## src/rtl/compare_arbiter.sv

```systemverilog
// Round-robin arbiter that time-shares one W-bit magnitude comparator among NREQ requesters.
// Each served request costs three cycles: capture (grant), compare, done pulse.
module compare_arbiter #(
  parameter  int NREQ   = 4,
  parameter  int W      = 4,
  parameter  int SIGNED = 0,
  localparam int IW     = $clog2(NREQ)
) (
  input  logic              clk,
  input  logic              rst_n,
  input  logic [NREQ-1:0]   req,
  input  logic [NREQ*W-1:0] a_bus,
  input  logic [NREQ*W-1:0] b_bus,
  output logic [NREQ-1:0]   gnt,
  output logic [NREQ-1:0]   done,
  output logic              res_eq,
  output logic              res_gt,
  output logic              res_lt,
  output logic [IW-1:0]     res_id,
  output logic              busy
);

  typedef enum logic [1:0] {S_IDLE, S_COMPARE, S_DONE} state_t;

  // Flipping the sign bit maps two's-complement order onto unsigned order.
  localparam logic [W-1:0] SMASK = (SIGNED != 0) ? {1'b1, {(W-1){1'b0}}} : '0;

  state_t          state_q;
  logic [IW-1:0]   ptr_q;
  logic [IW-1:0]   win_q;
  logic [W-1:0]    a_q, b_q;
  logic [NREQ-1:0] gnt_q, done_q;
  logic            eq_q, gt_q, lt_q, busy_q;
  logic [IW-1:0]   id_q;

  logic [IW-1:0]   win_d;
  logic [IW-1:0]   ptr_d;
  logic [IW:0]     scan_idx;
  logic            found;
  logic [NREQ-1:0] win_d_oh, win_q_oh;
  logic [W-1:0]    a_cmp, b_cmp;

  always_comb begin
    win_d    = '0;
    found    = 1'b0;
    scan_idx = '0;
    for (int i = 0; i < NREQ; i++) begin
      scan_idx = {1'b0, ptr_q} + (IW+1)'(i);
      if (scan_idx >= (IW+1)'(NREQ)) begin
        scan_idx = scan_idx - (IW+1)'(NREQ);
      end
      if (!found && req[scan_idx[IW-1:0]]) begin
        found = 1'b1;
        win_d = scan_idx[IW-1:0];
      end
    end
  end

  generate
    for (genvar gi = 0; gi < NREQ; gi++) begin : g_onehot
      assign win_d_oh[gi] = (win_d == IW'(gi));
      assign win_q_oh[gi] = (win_q == IW'(gi));
    end
  endgenerate

  assign ptr_d = (win_q == IW'(NREQ-1)) ? '0 : win_q + 1'b1;
  assign a_cmp = a_q ^ SMASK;
  assign b_cmp = b_q ^ SMASK;

  always_ff @(posedge clk or negedge rst_n) begin
    if (!rst_n) begin
      state_q <= S_IDLE;
      ptr_q   <= '0;
      win_q   <= '0;
      a_q     <= '0;
      b_q     <= '0;
      gnt_q   <= '0;
      done_q  <= '0;
      eq_q    <= 1'b0;
      gt_q    <= 1'b0;
      lt_q    <= 1'b0;
      id_q    <= '0;
      busy_q  <= 1'b0;
    end else begin
      case (state_q)
        S_IDLE: begin
          if (|req) begin
            win_q   <= win_d;
            a_q     <= a_bus[win_d*W +: W];
            b_q     <= b_bus[win_d*W +: W];
            gnt_q   <= win_d_oh;
            busy_q  <= 1'b1;
            state_q <= S_COMPARE;
          end
        end
        S_COMPARE: begin
          eq_q    <= (a_cmp == b_cmp);
          gt_q    <= (a_cmp >  b_cmp);
          lt_q    <= (a_cmp <  b_cmp);
          id_q    <= win_q;
          gnt_q   <= '0;
          done_q  <= win_q_oh;
          state_q <= S_DONE;
        end
        S_DONE: begin
          ptr_q   <= ptr_d;
          done_q  <= '0;
          busy_q  <= 1'b0;
          state_q <= S_IDLE;
        end
        default: state_q <= S_IDLE;
      endcase
    end
  end

  assign gnt    = gnt_q;
  assign done   = done_q;
  assign res_eq = eq_q;
  assign res_gt = gt_q;
  assign res_lt = lt_q;
  assign res_id = id_q;
  assign busy   = busy_q;

endmodule

```

## config.mk

```make
export PLATFORM = sky130hd
export DESIGN_NAME = compare_arbiter
export DESIGN_NICKNAME = d
export VERILOG_FILES = /design/src/rtl/compare_arbiter.sv
export SDC_FILE = /design/constraint.sdc
export NUM_CORES = 1
export LEC_CHECK = 0
export CAP_MARGIN = 25
export CORE_MARGIN = 4
export CORE_UTILIZATION = 40
export DETAILED_ROUTE_END_ITERATION = 10
export DONT_BUFFER_PORTS = 1
export HOLD_SLACK_MARGIN = 0.08
export PLACE_DENSITY_LB_ADDON = 0.08
export SLEW_MARGIN = 10
export SYNTH_ARGS = -nofsm -noshare
export SYNTH_HDL_FRONTEND = slang
export SYNTH_SLANG_ARGS = --single-unit
```

## constraint.sdc

```tcl
create_clock -name clk -period 3.3 [get_ports clk]
set_input_delay 0.66 -clock clk [delete_from_list [all_inputs] [get_ports clk]]
set_output_delay 0.66 -clock clk [all_outputs]
set_load 0.01 [all_outputs]
```

## Word level (Yosys, flattened, before mapping)

Index checks and enable logic that the tools add are counted.
W data, S select, Z words.

- $add $sub $neg: 8
- Magnitude comparators: 10
- Equality and inequality tests: 10
- Shift operators: 2
- Muxes and demuxes: 27
- Reductions and logical operators: 16

Operator list:

| operator | count |
|---|---|
| $shiftx A16 B5 Y4 | 2 |
| $mux W2 | 10 |
| $pmux W4 S2 | 2 |
| $lt A2 B3 Y1 const B | 4 |
| $eq A2 B2 Y1 const B | 5 |
| $ge A3 B3 Y1 const B | 3 |
| $bmux W1 S2 | 4 |
| $mux W1 | 8 |
| $sub A2 B1 Y2 const B | 4 |
| $add A2 B2 Y3 const B | 2 |
| $eq A2 B1 Y1 const B | 3 |
| $logic_not A2 Y1 | 3 |
| $reduce_and A2 Y1 | 3 |
| $reduce_bool A2 Y1 | 3 |
| $eq A4 B4 Y1 | 1 |
| $gt A4 B4 Y1 | 1 |
| $lt A4 B4 Y1 | 1 |
| $mux W4 | 1 |
| $pmux W2 S2 | 1 |
| $reduce_or A4 Y1 | 1 |
| $add A2 B1 Y3 const B | 1 |
| $ge A2 B3 Y1 const B | 1 |
| $logic_and A1 B1 Y1 | 3 |
| $logic_not A1 Y1 | 3 |
| other kinds (3) | 3 |

- Register bits: 28
- Input port bits: 38

## Depth between registers and ports, before layout

- Word-level depth: 17
- Gate-level depth with buffers: 7
- Gate-level depth less buffers: 7

## Least setup slack after synthesis

OpenSTA, ideal clock, no wires.

- Path kind: input port to flip-flop
- From: in req[0]
- To: reg a_q[0] (netlist: a_cmp[0])
- Arrival: 1.586 ns
- Required time: 3.162 ns
- Setup slack: 1.576 ns
- Stages on the path: 6
- Cells stage by stage: a21o_1 a21oi_1 o22a_4 buf_6 mux2i_1 o221ai_1

- Longest elaborated chain between the ends: 13
- Elaborated cells between the ends (all ways): 24
- Those cells by class: 1 x shift; 15 x mux; 8 x reduce/logical

Ends and longest elaborated chain:

| item | line | source |
|---|---|---|
| start: declaration | 11 | `input logic [NREQ-1:0] req,` |
| $bmux W1 S2 | 52 | `if (!found && req[scan_idx[IW-1:0]]) begin` |
| $mux W1 (not written as such) | 52 |  |
| $mux W1 | 52 |  |
| $logic_not A1 Y1 | 52 |  |
| $logic_and A1 B1 Y1 | 52 |  |
| $mux W1 | 52 |  |
| $logic_not A1 Y1 | 52 |  |
| $logic_and A1 B1 Y1 | 52 |  |
| $mux W1 | 52 |  |
| $logic_not A1 Y1 | 52 |  |
| $logic_and A1 B1 Y1 | 52 |  |
| $mux W2 | 52 |  |
| $shiftx A16 B5 Y4 | 89 | `a_q <= a_bus[win_d*W +: W];` |
| end signal: assignment | 89 |  |
| end: declaration | 31 | `logic [W-1:0] a_q, b_q;` |

Several ways; a longest one is shown, not always the timed one. The select of a mux whose other input is x is not followed.
A chain may end at the register's enable or synchronous reset.

## Worst setup path after layout

Ends and elaborated chain as after synthesis.

==> reports/metrics.cfg <==
[timing]
fin_crit_ns = 1.92
worst_slew_pin_slew_ns = 0.472
final_hold_viol_count = 0
setup_violations = 0
drv_slew = 0
rsz0062_at_grt = false
min_period_over_period = 0.582
fmax_mhz = 521
fin_setup_tns_ns = 0
clock_skew_ns = 0.00933
slew_headroom = 0.685

[routing]
vias = 1082
drtAntennaViolNets = 0
route.detailed.drc = 0
avgRoutedWirePerCell_um = 15.6
first_iter_violations = 32
wl_met1_mm = 1.43
dr_wl_met3_um = 169
firstDrtPassIters = 4
viasPerCell = 5.46
dr_wl_met2_mm = 1.46
wl_mm = 3.10
top_layer_used = met4

[layout]
stdcell_count = 198
drive_above_1_share = 0.0933
nNetsFinal = 201
diodes = 0
area_growth_pct = 5.92

[logic_synthesis]
async_reset_ff_frac = 1.00
syn-num-nets = 201
ys_ff_latch = 28
ys_types = 31
synth_area_um2 = 1610
synth.top_cell.area_share = 0.436
synth-main-ff-cell = dfrtp_1
synth_area_leaders = dfrtp_1 44%, mux2i_1 11%, ha_1 9.4%, o221ai_1 4.4%, mux2_2 4.2%
ys.warnings.count = 0
syn_area_per_cell_um2 = 10.6
synth_area_leader_cell = dfrtp_1
synth_edf_count = 0
netlist_instances = 151
yosys.cell_count.top_type = dfrtp_1
ys_seq_area_frac = 0.436
synth_common_cells = 28 x dfrtp_1, 17 x inv_1, 17 x mux2i_1, 17 x nand2_1, 12 x ha_1

[placed_design]
port_buffers = 0
routabilityCongestion = 0.730
dp_hpwl_mm = 2.45
dp.cells = 193

[flow_run]
max_cap_viol_count = 0

[cts]
clk_pin_slew_ns = 0.10
cts_sinks = 28
clock_latency_ns = 0.27
h-tree-depth = 1
clockBufferDepth = 2
root_buffer = clkbuf_8
cts_inserted_buffers = 3
cts_tree = built
cts_setup_buffers = 0

[setup_path]
critPathKind = primary input to register
cp_max_fo = 10
r2r_end = a_cmp[0]
required_ns = 3.43
r2r_cells = 5
cp-start-kind = primary input
ff2ff_setup_slack_ns = 1.47
r2r_start = ptr_q[0]
crit_path_end_kind = register
cp_data_arrival_time_ns = 2.05

[status]
outcome = completed

[global_route]
grt_pass1_vias = 1225
grt-ovfl-total = 0
grt_max_degree = 29
antenna_found_initial = 0
grt_pass1_wl_mm = 5.48
grt_usage = 0.131

[floorplanning]
die_h_um = 71.4
row_count = 22
io_pins = 52
die-width_um = 71.4
initial_core_util = 0.426
core_um2 = 3770
die-area_um2 = 5090

[pwr]
p_leak_nw = 0.798
vdd.ir_drop.worst_mv = 0.312
power_density_nw_per_um2 = 967

[min_path]
hp-class = primary input to async pin

[layout by cell type, fill, tap and decap left out]
master | Yosys | layout
o21ai_0 | 9 | 9
or2_0 | 1 | 1
o41ai_1 | 1 | 1
a21oi_1 | 3 | 3
inv_1 | 17 | 17
a32o_1 | 1 | 1
nor2b_1 | 1 | 1
a22o_1 | 1 | 1
o221ai_1 | 8 | 8
nor2_1 | 3 | 3
buf_12 | 1 | 1
mux2i_1 | 17 | 17
ha_1 | 12 | 12
buf_4 | 1 | 1
o22ai_1 | 2 | 2
dfrtp_1 | 28 | 28
nor4_1 | 1 | 1
mux2_2 | 6 | 6
nand2_1 | 17 | 17
bufinv_16 | 0 | 1
o22a_4 | 1 | 1
clkbuf_8 | 0 | 3
a211oi_2 | 1 | 1
a22oi_1 | 1 | 1
nand4_1 | 1 | 1
and2b_1 | 1 | 1
nand3b_1 | 4 | 4
nor3_1 | 1 | 1
a21o_1 | 1 | 1
nand2b_1 | 5 | 5
[logic make-up (layout without fill, tap and decap cells)]
logic type	Yosys count	after routing	share of synthesized area
simple gates	35	35	0.108
compound gates	29	29	0.134
flops	28	28	0.436
buf+inv	24	23	0.0795
mux	23	23	0.148
fa+ha+maj	12	12	0.0935
[critical path, stage by stage]
cell	delay, ns
nor4_1	0.39
nand2b_1	0.35
or2_0	0.45
o221ai_1	0.19
[how the worst max path moves through the flow]
stage | start | to | slack [ns] | depth (start not counted)
after floorplan | req[0] | a_cmp[0] | 1.58 | 6
after global routing | req[0] | a_cmp[0] | 1.17 | 4
after CTS | req[0] | a_cmp[0] | 1.35 | 4
after detailed placement | req[0] | b_cmp[3] | 1.12 | 4
final | req[0] | a_cmp[0] | 1.38 | 4
after global placement | req[0] | a_cmp[0] | 1.16 | 4
[routing by layer]
metal  up-vias  global-route usage
met5         -                   0
met4         0              0.0522
met3         4              0.0337
met2        42               0.209
met1       511               0.168
li1        525                   -
[state kept, by name, summed over array words and instances, names as in the netlist]
signal,flops
a_cmp,4
b_cmp,4
busy,1
done,4
gnt,4
ptr_q,2
res_eq,1
res_gt,1
res_id,2
res_lt,1
state_q,2
win_q,2
[metrics by stage]
stage | hold WS, ns | util | setup WS (ns) | cell area (um^2) | power [mW]
2_1_floorplan | 0.364 | - | 1.58 | 1610 | 1.27
3_3_place_gp | 0.365 | 0.427 | 1.16 | 1610 | 1.36
3_5_place_dp | 0.365 | 0.427 | 1.12 | 1610 | 1.39
4_1_cts | 0.187 | 0.451 | 1.35 | 1700 | 1.68
5_1_grt | 0.183 | 0.451 | 1.17 | 1700 | 1.80
6_report | 0.185 | 0.451 | 1.38 | 1700 | 1.64
[report_power, final]
group	switching [mW]	leakage, nW	internal [mW]
Clock	0.105	0.0357	0.162
Sequential	0.147	0.350	0.503
Combinational	0.393	0.412	0.334
[repair_timing]
item / CTS / global route
resized for setup: 0 / 0
hold buffers: 1 / 0
endpoints found under the hold margin: 28 / 0
[final cells by class]
class	instances	area, um^2
multi-input combinational	99	777
inverter	17	63.8
sequential	28	701
tap	48	60.1
clock inverter	1	30.0
clock buffer	3	41.3
timing repair buffer	2	27.5
fill	371	2070
No activity file was read; power rests on OpenSTA's default activity.
